### src/rtl/pong_match_controller_pkg.sv
// pong_match_controller_pkg: shared encodings, geometry and helpers for the Pong match logic.
package pong_match_controller_pkg;
  typedef enum logic [2:0] {
    IDLE  = 3'd0,
    SERVE = 3'd1,
    PLAY  = 3'd2,
    POINT = 3'd3,
    OVER  = 3'd4
  } state_t;
  localparam logic [1:0] WIN_NONE = 2'b00;
  localparam logic [1:0] WIN_P1 = 2'b01;
  localparam logic [1:0] WIN_P2 = 2'b10;
  localparam int PADDLE_WIDTH = 8;
  localparam int PADDLE_HEIGHT = 64;
  localparam int PADDLE_X_LEFT = 16;
  localparam int PADDLE_X_RIGHT = 616;
  localparam int BALL_SIZE = 8;
  function automatic logic [3:0] sat_inc(input logic [3:0] v, input logic [3:0] lim);
    return v >= lim ? lim : v + 4'd1;
  endfunction
endpackage

### src/rtl/pong_match_controller_edge_sync.sv
// edge_sync: optional 2-FF synchronizer followed by a registered rising-edge pulse.
module edge_sync #(
  parameter bit SYNC = 1'b1
) (
  input  logic clk,
  input  logic reset,
  input  logic d,
  output logic pulse
);
  logic s1, s2, prev, lvl;
  always_ff @(posedge clk or posedge reset)
    if (reset) begin
      s1 <= 1'b0;
      s2 <= 1'b0;
    end else begin
      s1 <= d;
      s2 <= s1;
    end
  assign lvl = SYNC ? s2 : d;
  always_ff @(posedge clk or posedge reset)
    if (reset) begin
      prev  <= 1'b0;
      pulse <= 1'b0;
    end else begin
      prev  <= lvl;
      pulse <= lvl & ~prev;
    end
endmodule

### src/rtl/pong_match_controller.sv
// pong_match_controller: match sequencer that holds, re-centres and releases the ball, scores misses and declares a winner.
module pong_match_controller
  import pong_match_controller_pkg::*;
#(
  parameter int WIN_SCORE = 7,
  parameter int SERVE_FRAMES = 60,
  parameter int POINT_FRAMES = 90
) (
  input  logic       clk,
  input  logic       reset,
  input  logic       endofframe,
  input  logic       start_btn,
  input  logic       miss_left,
  input  logic       miss_right,
  input  logic       hit,
  output logic       ball_hold,
  output logic       ball_recentre,
  output logic       serve_dir,
  output logic [3:0] score_p1,
  output logic [3:0] score_p2,
  output logic [1:0] winner,
  output logic [2:0] state,
  output logic       beep
);
  localparam logic [3:0] WIN = 4'(WIN_SCORE);
  localparam logic [7:0] SF = 8'(SERVE_FRAMES);
  localparam logic [7:0] PF = 8'(POINT_FRAMES);
  state_t st;
  logic [7:0] cnt;
  logic frame_tick, start_pulse, last;
  edge_sync #(.SYNC(1'b1)) u_start (.clk(clk), .reset(reset), .d(start_btn), .pulse(start_pulse));
  edge_sync #(.SYNC(1'b0)) u_frame (.clk(clk), .reset(reset), .d(endofframe), .pulse(frame_tick));
  assign state = st;
  assign last = cnt <= 8'd1;
  // One shared countdown: SERVE and POINT each reload it on entry.
  always_ff @(posedge clk or posedge reset)
    if (reset) begin
      st            <= IDLE;
      ball_hold     <= 1'b1;
      ball_recentre <= 1'b0;
      serve_dir     <= 1'b0;
      score_p1      <= 4'd0;
      score_p2      <= 4'd0;
      winner        <= WIN_NONE;
      cnt           <= 8'd0;
      beep          <= 1'b0;
    end else begin
      ball_recentre <= 1'b0;
      beep          <= 1'b0;
      case (st)
        IDLE: begin
          ball_hold <= 1'b1;
          if (start_pulse) begin
            st            <= SERVE;
            score_p1      <= 4'd0;
            score_p2      <= 4'd0;
            winner        <= WIN_NONE;
            ball_recentre <= 1'b1;
            cnt           <= SF;
          end
        end
        SERVE: if (frame_tick) begin
          cnt <= cnt - 8'd1;
          if (last) begin
            st        <= PLAY;
            ball_hold <= 1'b0;
          end
        end
        PLAY: if (frame_tick) begin
          if (miss_left || miss_right) begin
            st        <= POINT;
            ball_hold <= 1'b1;
            cnt       <= PF;
            beep      <= 1'b1;
            // Serve goes toward whoever just lost the point; a double miss scores nobody.
            if (miss_right && !miss_left) begin
              score_p1  <= sat_inc(score_p1, WIN);
              serve_dir <= 1'b1;
            end
            if (miss_left && !miss_right) begin
              score_p2  <= sat_inc(score_p2, WIN);
              serve_dir <= 1'b0;
            end
          end else if (hit) begin
            beep <= 1'b1;
          end
        end
        POINT: if (frame_tick) begin
          cnt <= cnt - 8'd1;
          if (last) begin
            if (score_p1 == WIN || score_p2 == WIN) begin
              st     <= OVER;
              winner <= score_p1 == WIN ? WIN_P1 : WIN_P2;
            end else begin
              st            <= SERVE;
              ball_recentre <= 1'b1;
              cnt           <= SF;
            end
          end
        end
        OVER: if (start_pulse) st <= IDLE;
        default: begin
          st        <= IDLE;
          ball_hold <= 1'b1;
        end
      endcase
    end
endmodule

### config.mk
export PLATFORM = sky130hd
export DESIGN_NAME = pong_match_controller
export DESIGN_NICKNAME = d
export VERILOG_FILES = /design/src/rtl/pong_match_controller_pkg.sv /design/src/rtl/pong_match_controller_edge_sync.sv /design/src/rtl/pong_match_controller.sv
export SDC_FILE = /design/constraint.sdc
export NUM_CORES = 1
export LEC_CHECK = 0
export BUFFER_PORTS_ARGS = -buffer_cell sky130_fd_sc_hd__clkbuf_2
export CAP_MARGIN = 10
export CELL_PAD_IN_SITES_DETAIL_PLACEMENT = 1
export CELL_PAD_IN_SITES_GLOBAL_PLACEMENT = 2
export CORE_MARGIN = 2
export CORE_UTILIZATION = 38
export CTS_CLUSTER_DIAMETER = 120
export CTS_CLUSTER_SIZE = 12
export DETAILED_ROUTE_END_ITERATION = 10
export GPL_TIMING_DRIVEN = 1
export PLACE_DENSITY = 0.95
export SYNTH_ARGS = -nofsm -noshare
export SYNTH_HDL_FRONTEND = slang
export SYNTH_SLANG_ARGS = --single-unit
### constraint.sdc
create_clock -name clk -period 3.4 [get_ports clk]
set_input_delay 0.34 -clock clk [delete_from_list [all_inputs] [get_ports clk]]
set_output_delay 0.34 -clock clk [all_outputs]
set_load 0.005 [all_outputs]
== Word level (Yosys, flattened, before mapping) ==
Cells that the tools add are included.
W data, S select, Z words.
Storage, ports and cells
  bits in registers: 31
  bits of input ports: 7
  output and inout port bits: 17
  logic and storage cells: 113
Cells by class
  add/sub/neg operators: 3
  $lt $le $gt $ge: 3
  eq/ne operators: 17
  muxes and demuxes: 51
  bitwise logic cells: 5
  reduce and logical (&&, ||, !) cells: 19
Operators with widths (number)
  $mux W8: 7
  $mux W4: 9
  $pmux W8 S4: 1
  $mux W3: 9
  $reduce_and A5 Y1: 4
  $pmux W4 S2: 2
  $pmux W3 S5: 1
  $mux W1: 14
  $ne A2 B2 Y1 const B: 6
  $mux W2: 5
  $ne A2 B1 Y1 const B: 5
  $add A4 B1 Y4 const B: 2
  $eq A4 B3 Y1 const B: 2
  $ge A4 B3 Y1 const B: 2
  $le A8 B1 Y1 const B: 1
  $reduce_and A8 Y1: 1
  $sub A8 B1 Y8 const B: 1
  $eq A3 B2 Y1 const B: 2
  $reduce_and A6 Y1: 1
  $reduce_bool A2 Y1: 3
  $pmux W2 S2: 1
  $reduce_and A4 Y1: 1
  $reduce_bool A4 Y1: 1
  $eq A3 B1 Y1 const B: 1
  other kinds (10): 16

== Logic depth before layout (Yosys ltp) ==
  depth after elaboration: 6
  depth in mapped cells: 7

== By module ==
Synthesis repeated with hierarchy kept, for this count alone.
Unflattened totals
  cells, all modules: 178
  area, all modules: 1755.4 µm²
Modules (own cells, without submodules)
  pong_match_controller: times used 1, cells an instance 168, area an instance 1570.3 µm², seq. area each 626.9 µm²
  edge_sync at u_start: times used 1, cells an instance 6, area an instance 117.6 µm², seq. area each 100.1 µm²
  edge_sync at u_frame: times used 1, cells an instance 4, area an instance 67.6 µm², seq. area each 50.0 µm²

== Worst setup path before layout ==
Ideal clock, no wire load.
  path type: reg2reg
  start: register cnt[0]
  end: register cnt[2]
  library setup time: 0.121 ns
  arrival time: 1.799 ns
  required time: 3.279 ns
  path slack: 1.480 ns
  stages on the path, launching flop included: 8
  cell sequence: dfrtp_1 > inv_1 > ha_1 > o21ba_1 > and4_4 > a311o_1 > o21a_1 > o22a_1
On the way
  cells in the longest elaborated chain, start to end: 5
  elaborated cells on any way between the ends: 7
  those cells by class: add/sub: 1; order compare: 1; mux: 5
RTL lines
  from (decl): line pong_match_controller.sv:29  | logic [7:0] cnt;
  from (signal assigned): line pong_match_controller.sv:63  | cnt <= cnt - 8'd1;
  from (signal assigned): line pong_match_controller.sv:89  | cnt <= cnt - 8'd1;
  $sub A8 B1 Y8: line pong_match_controller.sv:63, pong_match_controller.sv:89
  $mux W8: line pong_match_controller.sv:91  | if (score_p1 == WIN || score_p2 == WIN) begin
  $mux W8: line pong_match_controller.sv:90  | if (last) begin
  $mux W8: line pong_match_controller.sv:88  | POINT: if (frame_tick) begin
  $pmux W8 S4 *: line pong_match_controller.sv:50  | case (st)
Mark *: on every way between the ends. The rest lies on a longest branch, timed or not. The select of a mux whose other input is x is not followed.
A chain may end at the register's enable or synchronous reset.

== Worst setup path after layout ==
  start: register cnt[1]
  end: register st[0], in the netlist state[0]
On the way
  cells in the longest elaborated chain, start to end: 3
  elaborated cells on any way between the ends: 4
  those cells by class: order compare: 1; eq/ne: 2; reduce/logical: 1
RTL lines
  $le A8 B1 Y1 *: line pong_match_controller.sv:34  | assign last = cnt <= 8'd1;
  $ne A2 B2 Y1 (no line)
  $reduce_and A8 Y1 (no line) *
  to (signal assigned): line pong_match_controller.sv:38  | st <= IDLE;
  to (signal assigned): line pong_match_controller.sv:54  | st <= SERVE;
  to (signal assigned): line pong_match_controller.sv:65  | st <= PLAY;
  to (decl): line pong_match_controller.sv:28  | state_t st;
Mark *: on every way between the ends. The rest lies on a longest branch, timed or not.

==> results by group <==
Outcome
  • Outcome: complete, no violations

Setup path
  • Type of element capturing the critical path: register
  • FF-to-FF path depth: 7
  • WS Path Type: reg -> reg
  • Slowest cell on the critical path: or4b_1
  • WP data arrival: 2280 ps
  • CP cell instances: inv_1 > ha_1 > o21ba_1 > and3_2 > nor2_1 > or4b_1 > o21ai_1
  • Crit-path max FO: 6
  • Max incr delay on CP: 550 ps
  • Startpoint types: register
  • Required time of the worst setup path: 3610 ps

Job
  • Max-cap violations: 0

Logic synthesis
  • Flops & latches, synth: 31
  • Register area share after synthesis: 0.467
  • Syn Area/Cell: 9.63 µm²
  • Post-synth EDFFs: 0
  • Post-synth top area share: 0.451
  • Syn_nets: about 190
  • Largest area contributor in the netlist: dfrtp_1
  • Cells after synthesis: 173
  • Prevailing post-synth register cell: dfrtp_1
  • Top cells by area, synth: dfrtp_1, ha_1, nor2_1, inv_1, nand3_1
  • Ys async rst share: 1.00
  • Syn Std Cell Area: 1670 µm²
  • Synth warn: 0
  • Yosys cell types: 50

CTS
  • Clock tree from TritonCTS: done
  • CTS clk-pin slew, worst paths: 70 ps
  • Clk Latency, worst-skew pair: 290 ps
  • Number of CTS-inserted buffers: 5
  • CTS resizes: 0
  • CTS Root Cell: clkbuf_8
  • Hold Buf Count CTS: 0
  • CTS Sinks: 31
  • H-tree depth: 2
  • Setup Buffers After CTS: 0
  • Clock Tree Buf Depth: 2

STA
  • Slew HR: 0.601
  • Final worst-path cycle share: 0.608
  • FMAX: 0.484 GHz
  • Slew Viols, Final: 0
  • Setup TNS: 0 ps
  • Crit path time final: 2070 ps
  • Final setup viols: 0
  • RSZ-0062 raised after global routing: no
  • Worst Clk Skew: 6.58 ps
  • Fin. Hold Viols: 0
  • Worst-margin pin slew: 591 ps

Cells and area
  • Fill count: 509
  • Most frequent cells in the layout: dfrtp_1, clkbuf_2, nor2_1
  • Nets@finish: 214
  • Most common cell after layout, fill and taps aside: dfrtp_1
  • Layout cells sized above 1: 0.204
  • Final Core Density: 0.450
  • Ant diodes: 0
  • Synthesis-to-layout area growth: 16.0%

Power
  • P per Cell Area: 650 nW/µm²
  • Max VDD drop: 0.270 mV
  • Leakage: slightly above 0.9 nW

Global route
  • Largest net degree at the start of global routing: 32
  • GR Layer Usage met3: 0.0390
  • Most used routing layer: met2
  • First-pass GRT wire length: 7070 µm
  • Vias in the first global route: around 1400
  • Gr ovfl total: 0
  • Met1 usage: 0.238
  • GRT met2 Usage: 0.307
  • Gr usage total: 0.182
  • Initial antenna violation count: 0

Route
  • DRT Wirelength: 4020 µm
  • Drt drc: 0
  • Antenna viol nets, final: 0
  • Vias per std cell: between 5 and 6
  • DR iter-0 viols: 35
  • First drt pass iteration count: 4
  • Wire per inst: 15.9 µm
  • Vias: 1399

Floorplanning
  • Core Box Area: 4290 µm²
  • Die Footprint: 4930 µm²
  • Initial Utilization: 0.388
  • Die height: 70.2 µm
  • I/O pins: 24
  • FP Rows: 24
  • Die W: 70.2 µm

Place
  • Buffers on Ports: 23
  • Placer Congestion: 0.801
  • Detailed placement HPWL: between 2000 and 3000 µm

Min path
  • Hold Crit Class: in -> async
[power breakdown]
group | leakage, nW | internal, mW | switching [mW]
clock | 0.0505 | 0.184 | 0.140
sequential | 0.397 | 0.442 | 0.108
combinational | 0.484 | 0.155 | 0.226
total | 0.931 | 0.781 | 0.475
[final timing paths]
kind | startpoint | endpoint | slack, ps
setup reg to reg | cnt[1]$_DFFE_PP0P_ | state[0]$_DFFE_PP0P_ | 1330
hold / removal | reset | state[0]$_DFFE_PP0P_ | 110
hold reg to reg | u_start.s1$_DFF_PP0_ | u_start.lvl$_DFF_PP0_ | 360
min in group clk | start_btn | u_start.s1$_DFF_PP0_ | 160
setup / recovery | cnt[1]$_DFFE_PP0P_ | state[0]$_DFFE_PP0P_ | 1330
max in group asynchronous | reset | ball_hold$_DFFE_PP1P_ | 2970
[worst max-delay path, delay by kind of cell, from the launching register on]
family | cells | cell delay (ps)
simple gates | 3 | 860
compound gates | 2 | 330
flops | 1 | 380
fa+ha+maj | 1 | 280
buf+inv | 1 | 130
[logic make-up (layout without fill, tap and decap cells)]
logic type / count (synthesis) / count (layout) / share of synthesized area
muxes: 3 / 3 / 0.0195
DFF: 31 / 31 / 0.467
adders and majority gates: 7 / 7 / 0.0526
AOI/OAI and AO/OA: 51 / 51 / 0.204
buffers and inverters: 19 / 47 / 0.0488
and+or+nand+nor: 61 / 61 / 0.203
xor gates and xnor gates: 1 / 1 / 0.00526
[synth_stat cells, drive strengths merged, types with 2 or more instances]
| cell | n |
|---|---|
| mux2 | 2 |
| o31ai | 2 |
| nor2 | 15 |
| and3 | 4 |
| a31oi | 3 |
| nand4 | 4 |
| a41o | 2 |
| nor3 | 4 |
| o21ai | 16 |
| dfrtp | 30 |
| ha | 7 |
| nand3 | 10 |
| buf | 3 |
| a21o | 2 |
| a21oi | 11 |
| nor2b | 3 |
| or3 | 2 |
| inv | 15 |
| o21a | 3 |
| nand2 | 11 |
[flip-flops by register name, summed over array words and instances (netlist names)]
register and count:
u_start.lvl 1, serve_dir 1, ball_recentre 1, winner 2, u_start.s1 1, u_frame.prev 1
beep 1, u_start.pulse 1, cnt 8, ball_hold 1, score_p1 4, score_p2 4
u_frame.pulse 1, u_start.prev 1, state 3
[metrics by stage]
step                      instance area (µm²)  cells  setup slack, ps  hold slack [ps]  power, mW
after floorplan                          1670    173             1480              331      0.812
after global placement                   1830    245             1370              345      0.924
after detailed placement                 1830    245             1340              338      0.934
after CTS                                1930    253             1320              120       1.27
after global routing                     1930    253             1170              150       1.35
final                                    1930    253             1330              112       1.26
[layout make-up]
class,count,area [µm²],area share
repair buffers,24,123,0.0635
well taps,52,65.1,0.0337
inverters,15,56.3,0.0291
flip-flops and latches,31,777,0.402
clock buffers,7,96.3,0.0499
clock inverters,1,7.51,0.00389
multi-input cells,123,807,0.418
[layer usage]
layer  up-vias  wire length [µm]
li1        686                 -
met1       681              1810
met2        27              2020
met3         5               139
met4         0                57
met5         -                 0
Power figures use the tool's default switching activity.
